## config.mk

```make
export PLATFORM = sky130hd
export DESIGN_NAME = add_share_sched
export DESIGN_NICKNAME = d
export VERILOG_FILES = /design/src/rtl/add_share_sched.sv
export SDC_FILE = /design/constraint.sdc
export NUM_CORES = 1
export LEC_CHECK = 0
export BUFFER_PORTS_ARGS = -buffer_cell sky130_fd_sc_hd__buf_2
export CAP_MARGIN = 10
export CORE_ASPECT_RATIO = 0.5
export CORE_MARGIN = 2
export CORE_UTILIZATION = 49
export DETAILED_ROUTE_END_ITERATION = 10
export PLACE_DENSITY = 0.78
export SKIP_LAST_GASP = 1
export SLEW_MARGIN = 20
export SYNTH_ARGS = -nofsm -noshare
export SYNTH_HDL_FRONTEND = slang
export SYNTH_HIERARCHICAL = 1
export SYNTH_SLANG_ARGS = --single-unit
```

## constraint.sdc

```tcl
create_clock -name clk -period 3.37 [get_ports clk]
set_clock_uncertainty 0.05 [all_clocks]
set_input_delay 0.1685 -clock clk [delete_from_list [all_inputs] [get_ports clk]]
set_output_delay 0.1685 -clock clk [all_outputs]
set_load 0.05 [all_outputs]
```

## src/rtl/add_share_sched.sv

```systemverilog
// rtl/add_share_sched.sv - round-robin scheduler sharing one 32-bit adder; SUB runs a + ~b then +1
// Optional ADD_SHARE_OVF_EN adds the registered signed-overflow flag rsp_ovf.

module adder32 (
   input  logic [31:0] i_x,
   input  logic [31:0] i_y,
   output logic [31:0] o_sum
);
   assign o_sum = i_x + i_y;
endmodule

module add_share_sched #(
   parameter int NREQ = 2,
   parameter int IDW  = 2
) (
   input  logic               clk,
   input  logic               rst,
   input  logic [NREQ-1:0]    req_valid,
   output logic [NREQ-1:0]    req_ready,
   input  logic [NREQ-1:0]    req_sub,
   input  logic [32*NREQ-1:0] req_a,
   input  logic [32*NREQ-1:0] req_b,
   output logic               rsp_valid,
   input  logic               rsp_ready,
   output logic [IDW-1:0]     rsp_id,
   output logic [31:0]        rsp_data
`ifdef ADD_SHARE_OVF_EN
   ,
   output logic               rsp_ovf
`endif
);
   localparam logic [1:0] S_IDLE  = 2'd0;
   localparam logic [1:0] S_PASS1 = 2'd1;
   localparam logic [1:0] S_PASS2 = 2'd2;
   localparam logic [1:0] S_HOLD  = 2'd3;

   logic [1:0]     r_state;
   logic [31:0]    r_op_a;
   logic [31:0]    r_op_b;
   logic [31:0]    r_acc;
   logic           r_op_sub;
   logic [IDW-1:0] r_op_id;
   logic [IDW-1:0] r_rr_ptr;

   logic           w_gnt_vld;
   logic [IDW-1:0] w_gnt_idx;
   logic [31:0]    w_gnt_a;
   logic [31:0]    w_gnt_b;
   logic           w_gnt_sub;
   logic [31:0]    w_x;
   logic [31:0]    w_y;
   logic [31:0]    w_sum;

   function automatic logic [IDW-1:0] wrap_inc(input logic [IDW-1:0] p, input int k);
      int s;
      s = int'(p) + k;
      if (s >= NREQ) s = s - NREQ;
      return s[IDW-1:0];
   endfunction

   // Scan from the farthest candidate down so the one nearest rr_ptr wins.
   always_comb begin
      w_gnt_vld = 1'b0;
      w_gnt_idx = '0;
      for (int k = NREQ - 1; k >= 0; k--) begin
         for (int i = 0; i < NREQ; i++) begin
            if (req_valid[i] && (wrap_inc(r_rr_ptr, k) == IDW'(i))) begin
               w_gnt_vld = 1'b1;
               w_gnt_idx = IDW'(i);
            end
         end
      end
   end

   always_comb begin
      w_gnt_a   = '0;
      w_gnt_b   = '0;
      w_gnt_sub = 1'b0;
      req_ready = '0;
      for (int i = 0; i < NREQ; i++) begin
         if (w_gnt_idx == IDW'(i)) begin
            w_gnt_a      = req_a[32*i +: 32];
            w_gnt_b      = req_b[32*i +: 32];
            w_gnt_sub    = req_sub[i];
            req_ready[i] = w_gnt_vld && (r_state == S_IDLE) && !rst;
         end
      end
   end

   always_comb begin
      if (r_state == S_PASS2) begin
         w_x = r_acc;
         w_y = 32'd1;
      end else begin
         w_x = r_op_a;
         w_y = r_op_sub ? ~r_op_b : r_op_b;
      end
   end

   adder32 u_adder (
      .i_x   (w_x),
      .i_y   (w_y),
      .o_sum (w_sum)
   );

   always_ff @(posedge clk or posedge rst) begin
      if (rst) begin
         r_state  <= S_IDLE;
         r_op_a   <= '0;
         r_op_b   <= '0;
         r_op_sub <= 1'b0;
         r_op_id  <= '0;
         r_acc    <= '0;
         r_rr_ptr <= '0;
      end else begin
         case (r_state)
            S_IDLE: begin
               if (w_gnt_vld) begin
                  r_op_a   <= w_gnt_a;
                  r_op_b   <= w_gnt_b;
                  r_op_sub <= w_gnt_sub;
                  r_op_id  <= w_gnt_idx;
                  r_rr_ptr <= wrap_inc(w_gnt_idx, 1);
                  r_state  <= S_PASS1;
               end
            end
            S_PASS1: begin
               r_acc   <= w_sum;
               r_state <= r_op_sub ? S_PASS2 : S_HOLD;
            end
            S_PASS2: begin
               r_acc   <= w_sum;
               r_state <= S_HOLD;
            end
            default: begin
               if (rsp_ready) r_state <= S_IDLE;
            end
         endcase
      end
   end

   assign rsp_valid = (r_state == S_HOLD);
   assign rsp_id    = r_op_id;
   assign rsp_data  = r_acc;

`ifdef ADD_SHARE_OVF_EN
   logic r_ovf;
   logic w_ovf;

   // w_sum is the final result on whichever pass transitions into HOLD.
   assign w_ovf = r_op_sub ? ((r_op_a[31] != r_op_b[31]) && (w_sum[31] != r_op_a[31]))
                           : ((r_op_a[31] == r_op_b[31]) && (w_sum[31] != r_op_a[31]));

   always_ff @(posedge clk or posedge rst) begin
      if (rst) begin
         r_ovf <= 1'b0;
      end else if (((r_state == S_PASS1) && !r_op_sub) || (r_state == S_PASS2)) begin
         r_ovf <= w_ovf;
      end
   end

   assign rsp_ovf = r_ovf;
`endif

endmodule

```

Word-level counts from Yosys, hierarchy flattened

Index checks and enable logic that the tools add are counted.

Register bits after elaboration: 103
Input port bits: 135
Output and inout port bits: 37
Logic and storage cells: 64

Add/sub/neg operators: 6
Order comparisons: 3
Equal/unequal tests: 7
Multiplexer cells: 25
Bitwise operators: 1
Reduce and logical (&&, ||, !) cells: 15

Operators by type and width:

| kind                                                                   | number |
|---|---|
| 32-bit two-way mux                                                     | 7 |
| 32-bit adder                                                           | 1 |
| 32-bit NOT                                                             | 1 |
| 2-bit two-way mux                                                      | 7 |
| 1-bit two-way mux                                                      | 10 |
| 2-bit by 1-bit equality test with 1-bit output (second input constant) | 4 |
| 2-bit logical NOT                                                      | 4 |
| 2-bit by 1-bit adder with 3-bit output (second input constant)         | 2 |
| 3-bit by 2-bit >= comparator with 1-bit output (second input constant) | 2 |
| 1-bit logical AND                                                      | 6 |
| 2-bit case mux with 3 select lines                                     | 1 |
| 2-bit subtractor (second input constant)                               | 3 |
| 2-bit equality test (second input constant)                            | 2 |
| 2-bit AND reduction                                                    | 2 |
| 4-bit nonzero test                                                     | 1 |
| 2-bit >= comparator (second input constant)                            | 1 |
| 2-bit != test (second input constant)                                  | 1 |
| 2-bit OR reduction                                                     | 1 |
| 1-bit logical NOT                                                      | 1 |

Longest topological paths before layout

Gate-level depths: netlist of run 1.

Word-level depth: 12
Gate-level depth with buffers: 16
Mapped depth without buffers: 13

Modules after synthesis

The synthesis of run 1 kept the hierarchy.

Modules (own cells, without submodules):

| module          | instances | cells an instance | area each (um^2) |
|---|---|---|---|
| add_share_sched | 1         | 424               | 5122.4 |
| adder32         | 1         | 236               | 1712.9 |

Worst setup path after synthesis of run 1

No wires, ideal clock.

Kind: register to register
Start: register r_state[0]
End: register r_acc[30] (netlist: rsp_data[30])
Library setup time: 0.125 ns
Arrival time: 3.454 ns
Data required time: 3.195 ns
Setup slack: -0.259 ns
Cell stages (with the launch flop): 16
Buffers on the path: 3
Clock period less this slack: 3.629 ns
Cells stage by stage: dfrtp_1 -> inv_1 -> ha_1 -> buf_2 -> buf_2 -> mux2_2 -> ha_1 -> buf_6 -> a21o_1 -> a31o_1 -> a221o_1 -> a311oi_2 -> nor3_1 -> a211oi_2 -> xnor2_1 -> mux2_2

Longest elaborated chain between the ends: 3
Elaborated cells on any way between the ends: 6
Those cells by class: 1 x add/sub; 2 x eq/ne; 2 x mux; 1 x reduce/logical

RTL lines:

| item                     | RTL line | RTL |
|---|---|---|
| start: declaration       | 37       | `logic [1:0] r_state;` |
| start signal: assignment | 129      | `r_state <= r_op_sub ? S_PASS2 : S_HOLD;` |
| 2-bit equality test      | 91       | `if (r_state == S_PASS2) begin` |
| 32-bit two-way mux       | 91       |  |
| named net w_x[13]        | 50       | `logic [31:0] w_x;` |
| 32-bit adder             | 9        | `assign o_sum = i_x + i_y;` |
| named net w_sum[30]      | 52       | `logic [31:0] w_sum;` |
| end signal: assignment   | 128      | `r_acc <= w_sum;` |
| end signal: assignment   | 132      | `r_acc <= w_sum;` |
| end: declaration         | 40       | `logic [31:0] r_acc;` |

The timed path passes the listed nets, and every way through them passes these cells.
A chain may end at the register's enable or synchronous reset.

Final worst setup path of run 1

Ends and elaborated chain as after synthesis.

==> results of run 1 <==
## synth_stat cells, types with 4 or more instances
cell type / n / area share [%]
buf_6: 4 / 0.66
a221o_1: 66 / 9.7
and2_0: 28 / 2.6
buf_2: 20 / 1.5
and3_1: 4 / 0.37
inv_1: 11 / 0.60
a31oi_1: 4 / 0.37
o21ai_0: 15 / 1.1
clkbuf_1: 15 / 0.82
and2_1: 41 / 3.8
nor3_1: 4 / 0.29
ha_1: 36 / 6.6
buf_4: 9 / 0.99
xor2_1: 12 / 1.5
xnor2_1: 50 / 6.4
nand2_1: 21 / 1.2
nand4_1: 5 / 0.46
a21oi_1: 29 / 2.1
dfrtp_1: 101 / 37
mux2_2: 65 / 11
a21o_1: 12 / 1.3
nand3_1: 6 / 0.44
nor2_1: 53 / 2.9
## metrics by stage
stage / hold WS (ns) / setup WS, ns / instance area (µm²)
2_1_floorplan: 0.2634 / -0.07460 / 6910
4_1_cts: 0.00001274 / -0.03670 / 9704
3_3_place_gp: 0.2313 / -0.1147 / 8372
3_5_place_dp: 0.2385 / -0.2211 / 8372
5_1_grt: -0.001331 / -0.2453 / 10110
6_report: -0.005334 / -0.1679 / 10110
## final timing paths
check                      cells past startpoint      endpoint       start
max                                           14  rsp_data[30]  r_state[0]
min                                            2    r_op_a[14]   req_a[46]
max reg2reg                                   14  rsp_data[30]  r_state[0]
min reg2reg                                    1     rsp_id[0]   rsp_id[0]
max in group asynchronous                      4      r_op_sub         rst
min in group asynchronous                      3     r_op_a[4]         rst
## per-layer routing
layer  wire [µm]  global-route usage [%]  part of all wire, %
met1        9378                   35.05                   41
met3        1337                   5.225                  5.8
met2       11310                   49.41                   49
met5           0                       0                    0
met4         857                   10.17                  3.7
## final cells by class
cell class / count / area [µm²] / share of cell area (%)
Clock inverter: 6 / 65.06 / 0.6433
Tap cell: 192 / 240.2 / 2.375
Inverter: 11 / 43.79 / 0.4330
Multi-Input combinational cell: 500 / 4576 / 45.24
Sequential cell: 101 / 2529 / 25.00
Clock buffer: 10 / 229.0 / 2.264
Timing Repair Buffer: 346 / 2431 / 24.04
## timing repair
action,CTS,global route
buffers inserted,10,7
hold buffers,74,2
endpoints found under the setup margin,19,16
pin swaps,11,34
gates resized for setup,29,63
gates cloned,1,0
hold endpoints to repair,86,1
## flip-flops by register name, summed over array words and instances, names as in the netlist
signal    cells
r_op_a       32
r_op_b       32
r_op_sub      1
r_rr_ptr      1
r_state       2
rsp_data     32
rsp_id        1
## logic make-up after synthesis
logic type / count (synthesis) / synth area share (%)
other: 1 / 0.05486
XOR/XNOR: 62 / 7.944
multiplexers: 65 / 10.71
AND/OR/NAND/NOR: 171 / 13.00
AO/OA/AOI/OAI: 164 / 19.90
buffers and inverters: 59 / 4.540
adder cells (fa/ha/maj): 37 / 6.883
flip-flops: 101 / 36.98
==> results.md, run 1 <==
- Status: finished, violations left
- Failing checks: negative hold slack, negative setup slack
- Die H: about 88 µm
- Row cnt: 30
- Yosys warnings: 6
- Share of cells above drive strength 1: 43.74%
- Relative max-transition margin: 49.20%
- Synth cell types: just under 60
- Worst Hold Class: in2reg
- Crit path max fanout: 8
- Die W: 171.0 µm
- CP cell instances: inv_2 > ha_4 > buf_12 > buf_16 > mux2_4 > ha_4 > a21o_1 > a31o_1 > a221o_1 > a311oi_4 > nor3_4 > a211oi_2 > xnor2_1 > mux2_4
- Via-to-Cell Ratio: 5.861
- Leading cell types in the layout, fill and taps excluded: buf_2, dfrtp_1, buf_4, dlygate4sd3_1, a221o_1
- Maximum clock rate: 282.7 MHz
- Fin. Hold Viols: 1
- Final net count: between 1,000 and 1,500
- Synthesis-to-finish area growth: 47.96%
- CP Launch Type: register
- Placer Congestion: about 0.95
- FFs w/ async S/R, synth: 100.0%
- Largest net degree at the start of global routing: 69
- Commonest non-fill, non-tap cell in the layout: buf_2
- Clk Tree Root Cell: clkbuf_16
- Initial core utilization: about 50%
- Grt ovf: 0
- Finish-stage setup viols: 12
- WL/cell: 19.62 µm
- Inserted Diodes: 0
- Flop2flop setup slack: -0.17 ns
- Mapped Area: 0.006835 mm²
- Initial antenna violation count: 0
- Final setup TNS: -0.8446 ns
- Clk_lat worst skew: 0.35 ns
- Final ANT Viol Nets: 0
- Post-layout util: 74.43%
- Max incr delay on CP: 0.42 ns
- # DRC: 0
- # H-tree levels: 3
- Drt total wl: 22,880 µm
- WP data required: 3.56 ns
- Iteration count of the initial detailed-routing pass: 5
- CTS tree: built
- Global Route Usage Sum: between 20% and 30%
- DR iter-0 viols: 557
- Fin crit share: 105.0%
- Number of flops mapped to enable cells by yosys: 0
- Crit. End Element: register
- Fin crit period: 3.538 ns
- Core area: 0.01359 mm²
- Synth Instances: 660
- Clk sinks: ~100
- Die area: 0.01497 mm²
- Global-route wire length before repair: 33,100 µm
- Syn Nets: 832
- Sequential element share of the synthesized area: 36.98%
- Arrival @ worst endpoint: 3.73 ns
- Worst-Margin Slew: 0.7603 ns
- WS Path Type: reg2reg
- # fillers: ~840
- Post-synth top flop: dfrtp_1
- Worst Path Buf+Inv: 3
- I/O pins: 172
- Mean area per synthesized cell: just over 10 µm²
- Hpwl dp: 13,010 µm
- Min Hold Slack: -0.005334 ns
- IO buf count: 170
- Final WS setup: -0.1679 ns
- Top delay family on crit path: compound AO/OA/AOI/OAI gates
- Clock Pin Slew Worst Setup and Hold Paths: 0.07 ns
- Critical Path Slowest Stage Cell: dfrtp_1
- Number of global-route vias before repair: 6,785
- Via count: 6,834
- RSZ-0062 raised after global routing: yes
- CTS buffer count: 9
- Final Max Slew Viols: 0
- Placed cells: 1,056
- Max cap viols: 0
- Non-Filler Instances: 1,166
- CTS Buffer Depth: 2
- Post-synthesis register bit count: roughly 100
Power of run 1 is not shown: default switching activity piles up to over one toggle a cycle in this logic, so the estimate is an artifact.
==> run 2: changes to the inputs <==
--- a/config.mk
+++ b/config.mk
@@ -6,12 +6,12 @@
 export NUM_CORES = 1
 export LEC_CHECK = 0
 export BUFFER_PORTS_ARGS = -buffer_cell sky130_fd_sc_hd__buf_2
-export CAP_MARGIN = 10
+export CAP_MARGIN = 40
 export CORE_ASPECT_RATIO = 0.5
 export CORE_MARGIN = 2
-export CORE_UTILIZATION = 49
+export CORE_UTILIZATION = 59
 export DETAILED_ROUTE_END_ITERATION = 10
-export PLACE_DENSITY = 0.78
+export PLACE_DENSITY = 0.88
 export SKIP_LAST_GASP = 1
 export SLEW_MARGIN = 20
 export SYNTH_ARGS = -nofsm -noshare
==> constraint.sdc (replaced) <==
create_clock -name clk -period 4.5 [get_ports clk]
set_clock_uncertainty 0.05 [all_clocks]
set_input_delay 0.225 -clock clk [delete_from_list [all_inputs] [get_ports clk]]
set_output_delay 0.225 -clock clk [all_outputs]
set_load 0.05 [all_outputs]
==> run 2 against run 1 <==
The flow now finishes without violations. Clock-buffer cell count stayed put. Hold slack better by 0.057 ns. Sequential cell count stayed put. Non-clock buffer count is 164 lower. Register-to-register slack better by 0.66 ns. Sequential share of layout area is 6.4 points higher. Final cell count is 18% lower. Global-route usage is 0.77 points lower. Critical path depth is 1 lower. Final area is 20% lower. Via count is 16% lower. Core utilization is 2.3 points lower. Critical path type unchanged. Highest routed layer unchanged.
==> results.md, run 2 (synthesis gave the netlist of run 1 again) <==
- Status: finished clean
- Worst-Margin Slew: 0.6964 ns (-0.06387 ns)
- RSZ-0062 raised after global routing: no
- CP Launch Type: register
- Final ANT Viol Nets: 0 (unchanged)
- Crit path max fanout: 20 (+12)
- Global Route Usage Sum: 27.31% (-0.77 points)
- Fin crit period: 4.010 ns (+0.4721 ns)
- Leading cell types in the layout, fill and taps excluded: buf_2, dfrtp_1, a221o_1, mux2_2, nor2_1
- Via-to-Cell Ratio: 5.994 (+2.3%)
- Global-route wire length before repair: 27,060 µm (-18%)
- Worst Hold Class: in2reg
- WL/cell: 17.68 µm (-9.9%)
- Share of cells above drive strength 1: 34.32% (-9.4 points)
- Clk_lat worst skew: 0.35 ns (about the same)
- I/O pins: 172 (unchanged)
- Number of global-route vias before repair: 5,572 (-18%)
- WS Path Type: reg2reg
- Max incr delay on CP: 0.47 ns (+0.05 ns)
- Relative max-transition margin: 53.47% (+4.3 points)
- Post-cts sizing count: 0 (-100%)
- Arrival @ worst endpoint: 4.20 ns (+0.47 ns)
- Max cap viols: 0 (unchanged)
- Initial core utilization: 61.31% (+11 points)
- # fillers: 826 (-1.1%)
- Via count: 5,724 (-16%)
- Fin crit share: 89.11% (-16 points)
- Die W: 156.2 µm (-8.7%)
- # DRC: 0 (unchanged)
- WP data required: 4.69 ns (+1.13 ns)
- Clk Tree Root Cell: clkbuf_16
- Inserted Diodes: 0 (unchanged)
- Hpwl dp: 12,400 µm (-4.7%)
- CTS tree: built
- Largest net degree at the start of global routing: 54 (-22%)
- Final setup TNS: 0 ns (+0.8446 ns)
- Critical Path Slowest Stage Cell: fa_1
- Maximum clock rate: 249.4 MHz (-12%)
- Final Max Slew Viols: 0 (unchanged)
- Die area: 0.01251 mm² (-16%)
- Row cnt: 27 (-10%)
- IO buf count: 170 (unchanged)
- CTS Buffer Depth: 2 (unchanged)
- Fin. Hold Viols: 0 (-1)
- Finish-stage setup viols: 0 (-12)
- Iteration count of the initial detailed-routing pass: 5 (unchanged)
- Placer Congestion: 0.9088 (-4.0%)
- Clk sinks: 101 (unchanged)
- CP dominant cell by count: mux2_2
- Core area: 0.01115 mm² (-18%)
- Final net count: 977 (-14%)
- Grt ovf: 0 (unchanged)
- Drt total wl: 16,880 µm (-26%)
- CTS buffer count: 9 (unchanged)
- # H-tree levels: 3 (unchanged)
- Commonest non-fill, non-tap cell in the layout: buf_2
- DR iter-0 viols: 330 (-41%)
- Clock Pin Slew Worst Setup and Hold Paths: 0.07 ns (about the same)
- Synthesis-to-finish area growth: 17.72%
- CP cell instances: inv_1 > ha_2 > buf_4 > mux2_2 > fa_1 > a21o_1 > a221oi_4 > o211ai_2 > a31o_2 > a31oi_1 > o21ai_0 > xor2_1 > mux2_2
- Initial antenna violation count: 0 (unchanged)
- Crit. End Element: register
- Die H: 80.11 µm (-8.5%)
==> run 2: changes by cell type in the layout (fill, tap and decap cells not counted), sizes merged <==
cell,before,now
buf,270,181
dlygate4sd3,76,1
clkinvlp,4,1
inv,11,14
bufinv,1,2
clkinv,1,0
==> run 2: through the flow <==
| step | worst slack (ns) | instances | area [µm²] | hold WS, ns | util (%) |
|---|---|---|---|---|---|
| after floorplan | 0.8712 | 660 | 6835 | 0.3199 | - |
| final | 0.4900 | 955 | 8046 | 0.05199 | 72.18 |
| after global placement | 0.6921 | 938 | 7714 | 0.3132 | 69.19 |
| after global routing | 0.2820 | 955 | 8046 | 0.04364 | 72.18 |
| after detailed placement | 0.5488 | 938 | 7714 | 0.3191 | 69.19 |
| after CTS | 0.4919 | 955 | 8046 | 0.04546 | 72.18 |
==> run 2: cell type report <==
| class | instances | area, µm² | share of cell area [%] |
|---|---|---|---|
| sequential | 101 | 2529 | 31.43 |
| clock inverter | 6 | 93.84 | 1.166 |
| timing repair buffer | 182 | 943.4 | 11.72 |
| tap | 145 | 181.4 | 2.255 |
| multi-input combinational | 500 | 4026 | 50.04 |
| inverter | 11 | 43.79 | 0.5442 |
| clock buffer | 10 | 229.0 | 2.846 |
==> run 2: worst paths after layout <==
kind,from,end,slack (ns),cells past startpoint
worst max-delay path,r_state[0],rsp_data[18],0.49,13
worst min-delay path,req_b[4],r_op_b[4],0.05,2
worst max register to register,r_state[0],rsp_data[18],0.49,13
worst min register to register,rsp_id[0],rsp_id[0],0.44,1
max in group asynchronous,rst,r_op_sub,2.75,4
min in group asynchronous,rst,rsp_id[0],0.45,3
==> run 2: repair_timing <==
action | 4_1_cts | 5_1_grt
setup buffers | 0 | 0
endpoints found under the hold margin | 50 | 0
hold buffers | 1 | 0
==> run 2: routing by layer <==
metal	global-route usage [%]	routed length, µm	vias to the layer above
met3	5.559	854	33
met1	36.17	7664	2793
met2	46.02	8011	184
met4	7.890	352	0
li1	-	-	2714
met5	0	0	-
==> run 2: worst max-delay path, delay by kind of cell, from the launching register on <==
kind,cells,cell delay [ns]
AO/OA/AOI/OAI,6,1.51
adder cells (fa/ha/maj),2,0.71
multiplexers,2,0.66
flip-flops,1,0.44
buffers and inverters,2,0.38
XOR/XNOR,1,0.15
Power of run 2 is left out for the same reason.
